`config.mk`:
```
export PLATFORM = sky130hd
export DESIGN_NAME = debug_cmd_responder
export DESIGN_NICKNAME = d
export VERILOG_FILES = /design/src/rtl/debug_cmd_responder.sv
export SDC_FILE = /design/constraint.sdc
export NUM_CORES = 1
export LEC_CHECK = 0
export BUFFER_PORTS_ARGS = -buffer_cell sky130_fd_sc_hd__buf_2
export CELL_PAD_IN_SITES_DETAIL_PLACEMENT = 2
export CELL_PAD_IN_SITES_GLOBAL_PLACEMENT = 2
export CORE_ASPECT_RATIO = 1.2
export CORE_MARGIN = 2
export CORE_UTILIZATION = 30
export DETAILED_ROUTE_END_ITERATION = 6
export PLACE_DENSITY = 0.88
export SLEW_MARGIN = 20
export SYNTH_ARGS = -nofsm -noshare
export SYNTH_HDL_FRONTEND = slang
export SYNTH_SLANG_ARGS = --single-unit
```
`constraint.sdc`:
```
create_clock -name iCE_CLK -period 5.5 [get_ports iCE_CLK]
set_clock_uncertainty 0.2 [all_clocks]
set_input_delay 1.1 -clock iCE_CLK [delete_from_list [all_inputs] [get_ports iCE_CLK]]
set_output_delay 1.1 -clock iCE_CLK [all_outputs]
set_load 0.01 [all_outputs]
```
`src/rtl/debug_cmd_responder.sv`:
```
// UART debug command front-end: decodes a command byte, snapshots a probe word and
// streams the response out one byte per uart frame using the transmit/is_transmitting handshake.
module debug_cmd_responder #(
    parameter int unsigned NUM_PROBES  = 4,
    parameter int unsigned PROBE_WIDTH = 32
) (
    input  logic                               iCE_CLK,
    input  logic                               reset,
    input  logic [NUM_PROBES*PROBE_WIDTH-1:0]  probes,
    input  logic                               received,
    input  logic [7:0]                         rx_byte,
    input  logic                               is_transmitting,
    output logic                               transmit,
    output logic [7:0]                         tx_byte,
    output logic                               busy,
    output logic                               cmd_error,
    output logic                               overrun
);
    localparam int unsigned NumBytes  = PROBE_WIDTH / 8;
    localparam int unsigned RespWidth = PROBE_WIDTH + 8;
    localparam int unsigned CntWidth  = $clog2(NumBytes + 2);

    typedef enum logic [2:0] {StIdle, StLoad, StSend, StWaitStart, StWaitDone} state_e;

    state_e                 state_q, state_d;
    logic [RespWidth-1:0]   resp_q, resp_d;
    logic [CntWidth-1:0]    count_q, count_d;
    logic [7:0]             tx_byte_q, tx_byte_d;
    logic                   cmd_error_q, cmd_error_d;
    logic                   overrun_q, overrun_d;
    logic [PROBE_WIDTH-1:0] probe_sel;
    logic [7:0]             next_byte;
    logic                   is_probe;

    assign is_probe = ({24'd0, rx_byte} < NUM_PROBES);

    always_comb begin
        probe_sel = '0;
        for (int k = 0; k < int'(NUM_PROBES); k++) begin
            if (rx_byte == 8'(k)) probe_sel = probes[k*PROBE_WIDTH +: PROBE_WIDTH];
        end
    end

    // Byte slot i of resp_q is sent when count_q == i+1; the header sits in the top slot.
    always_comb begin
        next_byte = 8'h00;
        for (int i = 0; i <= int'(NumBytes); i++) begin
            if (count_q == CntWidth'(i + 1)) next_byte = resp_q[i*8 +: 8];
        end
    end

    always_comb begin
        state_d     = state_q;
        resp_d      = resp_q;
        count_d     = count_q;
        tx_byte_d   = tx_byte_q;
        cmd_error_d = 1'b0;
        overrun_d   = 1'b0;
        unique case (state_q)
            StIdle: begin
                if (received) begin
                    state_d = StLoad;
                    if (is_probe) begin
                        resp_d  = {rx_byte, probe_sel};
                        count_d = CntWidth'(NumBytes + 1);
                    end else begin
                        resp_d      = {{PROBE_WIDTH{1'b0}}, (rx_byte == 8'hFF) ? 8'h55 : 8'hEE};
                        count_d     = CntWidth'(1);
                        cmd_error_d = (rx_byte != 8'hFF);
                    end
                end
            end
            StLoad: begin
                tx_byte_d = next_byte;
                if (!is_transmitting) state_d = StSend;
            end
            StSend: state_d = StWaitStart;
            StWaitStart: begin
                if (is_transmitting) state_d = StWaitDone;
            end
            StWaitDone: begin
                if (!is_transmitting) begin
                    if (count_q == CntWidth'(1)) begin
                        state_d = StIdle;
                    end else begin
                        count_d = count_q - CntWidth'(1);
                        state_d = StLoad;
                    end
                end
            end
            default: state_d = StIdle;
        endcase
        // Commands arriving mid-response (including the final WAIT_DONE cycle) are dropped.
        if (received && (state_q != StIdle)) overrun_d = 1'b1;
    end

    always_ff @(posedge iCE_CLK or posedge reset) begin
        if (reset) begin
            state_q     <= StIdle;
            resp_q      <= '0;
            count_q     <= '0;
            tx_byte_q   <= 8'h00;
            cmd_error_q <= 1'b0;
            overrun_q   <= 1'b0;
        end else begin
            state_q     <= state_d;
            resp_q      <= resp_d;
            count_q     <= count_d;
            tx_byte_q   <= tx_byte_d;
            cmd_error_q <= cmd_error_d;
            overrun_q   <= overrun_d;
        end
    end

    assign transmit  = (state_q == StSend);
    assign busy      = (state_q != StIdle);
    assign tx_byte   = tx_byte_q;
    assign cmd_error = cmd_error_q;
    assign overrun   = overrun_q;

endmodule

```
Word-level counts from Yosys, hierarchy flattened
Index checks and enable logic that the tools add are counted.
{ "totals": {"regBits": 56, "in_bits": 140} }
{ "op_classes": {"n_addsub": 1, "order_cmp": 1, "eq_ne": 19, "n_mux": 26, "n_reduce_logical": 8} }
{ "op_table": {"columns": ["cell", "n"], "rows": [
  ["two-way mux 32 bit", 4],
  ["two-way mux 8 bit", 6],
  ["two-way mux 40 bit", 1],
  ["two-way mux 3 bit", 8],
  ["== test 8 x 2 -> 1 bit (second input constant)", 2],
  ["case mux 3 bit (5 select lines)", 1],
  ["== test 3 x 2 -> 1 bit (second input constant)", 4],
  ["!= test 2 bit (second input constant)", 5],
  ["== test 3 bit (second input constant)", 3],
  ["== test 8 x 1 -> 1 bit (second input constant)", 1],
  ["== test 8 bit (second input constant)", 1],
  ["zero test 8 bit", 1],
  ["less-than comparator 8 x 3 -> 1 bit (second input constant)", 1],
  ["!= test 8 bit (second input constant)", 1],
  ["AND reduction 4 bit", 2],
  ["== test 3 x 1 -> 1 bit (second input constant)", 2],
  ["case mux 3 bit (2 select lines)", 1],
  ["two-way mux 1 bit", 5],
  ["zero test 3 bit", 1],
  ["nonzero test 3 bit", 1],
  ["subtractor 3 x 1 -> 3 bit (second input constant)", 1],
  ["AND reduction 2 bit", 1],
  ["nonzero test 2 bit", 1],
  ["logical AND 1 bit", 1]
]} }

Depth between registers and ports, before layout
{ "depth": {"ltp_word": 6, "ltp_mapped": 8, "depth_no_buf": 6} }

Worst setup path after synthesis
OpenSTA, ideal clock, no wires.
{ "synth_timing": {"kind": "input to register", "from": "in rx_byte[0]", "to": "reg resp_q[12]", "setup_ps": 121, "arrival_ps": 2250, "path_slack_ps": 2929, "path_stages": 4, "path_cell_list": "buf_4 -> buf_2 -> mux4_2 -> a22o_1"} }
{ "synth_between": {"elab_chain_len": 6} }
{ "synth_lines": {"columns": ["element", "line_no", "text"], "rows": [
  ["start, declared", "11", "input logic [7:0] rx_byte,"],
  ["zero test 8 bit", "40", "if (rx_byte == 8'(k)) probe_sel = probes[k*PROBE_WIDTH +: PROBE_WIDTH];"],
  ["two-way mux 32 bit (4 in a row)", "40", null],
  ["two-way mux 40 bit (*)", "63", "if (is_probe) begin"],
  ["end signal, assigned", "107", "resp_q <= resp_d;"],
  ["end, declared", "26", "logic [RespWidth-1:0] resp_q, resp_d;"]
]} }
Every way passes the cells marked *; elsewhere a longest branch is shown, timed or not.
A chain may end at the register's enable or synchronous reset.

Worst setup path after layout
{ "layout_timing": {"from": "in rx_byte[1]", "to": "reg resp_q[3]"} }
Same word-level chain as after synthesis.

==> results.sh <==
export IMPL_regArea_um2=1401
export IMPL_cts_buffers=5
export IMPL_hpwlAfterDp_um=8500
export IMPL_cellLeakagePower_nw=2.055
export IMPL_fp_dieW_um=100.5
export IMPL_ant_nets=0
export IMPL_min_path_cells=2
export IMPL_cts_resized=0
export IMPL_worstPathMaxFanout=34
export IMPL_ioPinCount=152
export IMPL_drive_above_1_share_pct=45.94
export IMPL_path_class="primary input to flip-flop"
export IMPL_n_fill_cell=1232
export IMPL_hold_viol_final=0
export IMPL_wl_met2_um=5894
export IMPL_p_total_w=0.001314
export IMPL_die_h_um=119.8
export IMPL_final_max_slew_viol_count=0
export IMPL_fin_ws_ns=2.745
export IMPL_yosysTopAreaCell="dfrtp_1"
export IMPL_clk_latency_ns=0.29
export IMPL_worstPathArrival_ns=2.70
export IMPL_drv_cap=0
export IMPL_placed_area_um2=4158
export IMPL_yosysMostFrequentCell="dfrtp_1"
export IMPL_grt_use_total_pct=18.56
export IMPL_grt_pass1_vias=3483
export IMPL_final_nets=575
export IMPL_setup_worst_path_start_class="primary input"
export IMPL_synth_cell_type_count=38
export IMPL_grt_max_degree=57
export IMPL_synthTopCellsByCount="dfrtp_1 (56), nand2_1 (41), mux4_2 (32)"
export IMPL_worst_slew_pin_slew_ns=0.8068
export IMPL_syn_nets=441
export IMPL_core_area_um2=10980
export IMPL_netlist_area_um2=3353
export IMPL_overflow=0
export IMPL_cts_sinks=56
export IMPL_drc_errors=0
export IMPL_htreeDepth=2
export IMPL_synth_ff_type="dfrtp_1"
export IMPL_num_vias=2994
export IMPL_avgSynthCellArea_um2=11.33
export IMPL_crit_path_end_kind="flip-flop"
export IMPL_dieArea_um2=12040
export IMPL_first_pass_iters=4
export IMPL_numPortBuffers=151
export IMPL_slew_headroom_pct=46.21
export IMPL_synthArstFlopShare_pct=100.0
export IMPL_yosysTopAreaCellShare_pct=41.79
export IMPL_cts_setup_buffers=0
export IMPL_place_congestion=0.7645
export IMPL_period_needed_ns=2.755
export IMPL_cts_hold_buf=0
export IMPL_yosys_warnings=0
export IMPL_clk_pin_slew_ns=0.07
export IMPL_cts_tree="built"
export IMPL_drt_iter0_markers=103
export IMPL_met3WireLength_um=472
export IMPL_wirelength_um=10860
export IMPL_hp_class="flip-flop to flip-flop"
export IMPL_cts_buffer_depth=2
export IMPL_ys_ff_latch=56
export IMPL_wl_met1_um=4330
export IMPL_antenna_found_initial=0
export IMPL_grt_pass1_wl_um=17540
export IMPL_setup_viol=0
export IMPL_post_place_ws_ns=2.166
export IMPL_irDropWorstVdd_mv=0.1181
export IMPL_synth_edf_count=0
export IMPL_ys_seq_area_share_pct=41.79
export IMPL_powerDensity_nw_per_um2=304.5
export IMPL_top_layer_used="met4"
export IMPL_finalSetupTns_ns=0
export IMPL_required_ns=5.45
export IMPL_multi_input_area_um2=1812
export IMPL_stdcell_area_um2=4315
export IMPL_start_util_pct=30.53
export IMPL_status="complete, no violations"
export IMPL_rows=42
export IMPL_post_route_period_util_pct=50.08
export IMPL_yosys_top_cells_area="dfrtp_1 (42%), mux4_2 (21%), a22o_1 (6.8%)"
export IMPL_via_per_inst=5.318
export IMPL_wl_per_cell_um=19.29
export IMPL_syn_inst=296
export IMPL_fmax_mhz=363.0
export IMPL_antennaDiodeCount=0
export IMPL_rsz0062_at_grt="false"
export IMPL_synthToLayoutAreaGrowth_pct=28.69
export IMPL_clock_root_buffer="clkbuf_16"
export IMPL_r2r_cells=6
[flip-flops by register name, summed over array words and instances, names as in the netlist]
register	count
cmd_error	1
overrun	1
tx_byte	8
state_q	3
count_q	3
resp_q	40
[final cells by class]
class                   count  share of cell area, %
multi-input cells         210                  41.98
clock inverters             1                 0.1740
repair buffers            152                  17.74
well taps                 132                  3.827
flip-flops and latches     56                  32.47
inverters                   5                 0.4929
clock buffers               7                  3.305
[final timing paths]
| kind | startpoint | to | slack, ns |
|---|---|---|---|
| max | rx_byte[1] | resp_q[3] | 2.75 |
| min | tx_byte[3] | tx_byte[3] | 0.28 |
| max reg2reg | count_q[1] | count_q[1] | 3.12 |
| min reg2reg | tx_byte[3] | tx_byte[3] | 0.28 |
| max in group asynchronous | reset | resp_q[23] | 3.92 |
| min in group asynchronous | reset | tx_byte[6] | 0.73 |
[through the flow]
| stage | util, % | std cells | hold slack (ns) |
|---|---|---|---|
| 5_1_grt | 39.29 | 563 | 0.3072 |
| 6_report | 39.29 | 563 | 0.2800 |
| 3_5_place_dp | 37.86 | 555 | 0.2725 |
| 4_1_cts | 39.22 | 563 | 0.2893 |
| 3_3_place_gp | 37.83 | 555 | 0.2648 |
| 2_1_floorplan | - | 296 | 0.2543 |
[cells by family (layout without fill, tap and decap cells)]
group | count (synthesis) | in the layout | share of synthesized area, %
AOI/OAI and AO/OA | 76 | 76 | 15.52
adders and majority gates | 5 | 5 | 1.866
buffers and inverters | 30 | 165 | 4.328
DFF | 56 | 56 | 41.79
muxes | 41 | 41 | 24.37
and+or+nand+nor | 88 | 88 | 12.13
[layout by cell type (no fill, tap or decap), types with 4 or more instances in the layout]
cell	synthesis	final
a22o_1	26	26
nor2_1	21	21
and2_1	8	8
o21ai_0	10	10
buf_2	8	150
dfrtp_1	56	56
o31ai_1	7	7
mux4_2	32	32
mux2i_1	7	7
inv_1	5	4
nand2_1	41	41
ha_1	5	5
clkbuf_16	0	5
a21oi_1	23	23
[metal layers]
metal | global-route usage [%] | vias to the layer above
li1 | - | 1376
met1 | 22.66 | 1517
met2 | 33.60 | 91
met3 | 3.378 | 10
met4 | 4.452 | 0
met5 | 0 | -
[critical path, cell delays in order]
cell and delay, ns:
buf_2 0.61, nand4_1 0.15, or2_2 0.35, a21oi_1 0.35, a21oi_1 0.13
[where the power goes]
group          internal [W]  switching [W]  leakage (nW)
logic              0.000200       0.000247          1.27
clock network      0.000182       0.000142        0.0701
registers          0.000482      0.0000607         0.718
total              0.000864       0.000450          2.05
No activity file was read; power rests on OpenSTA's default activity.
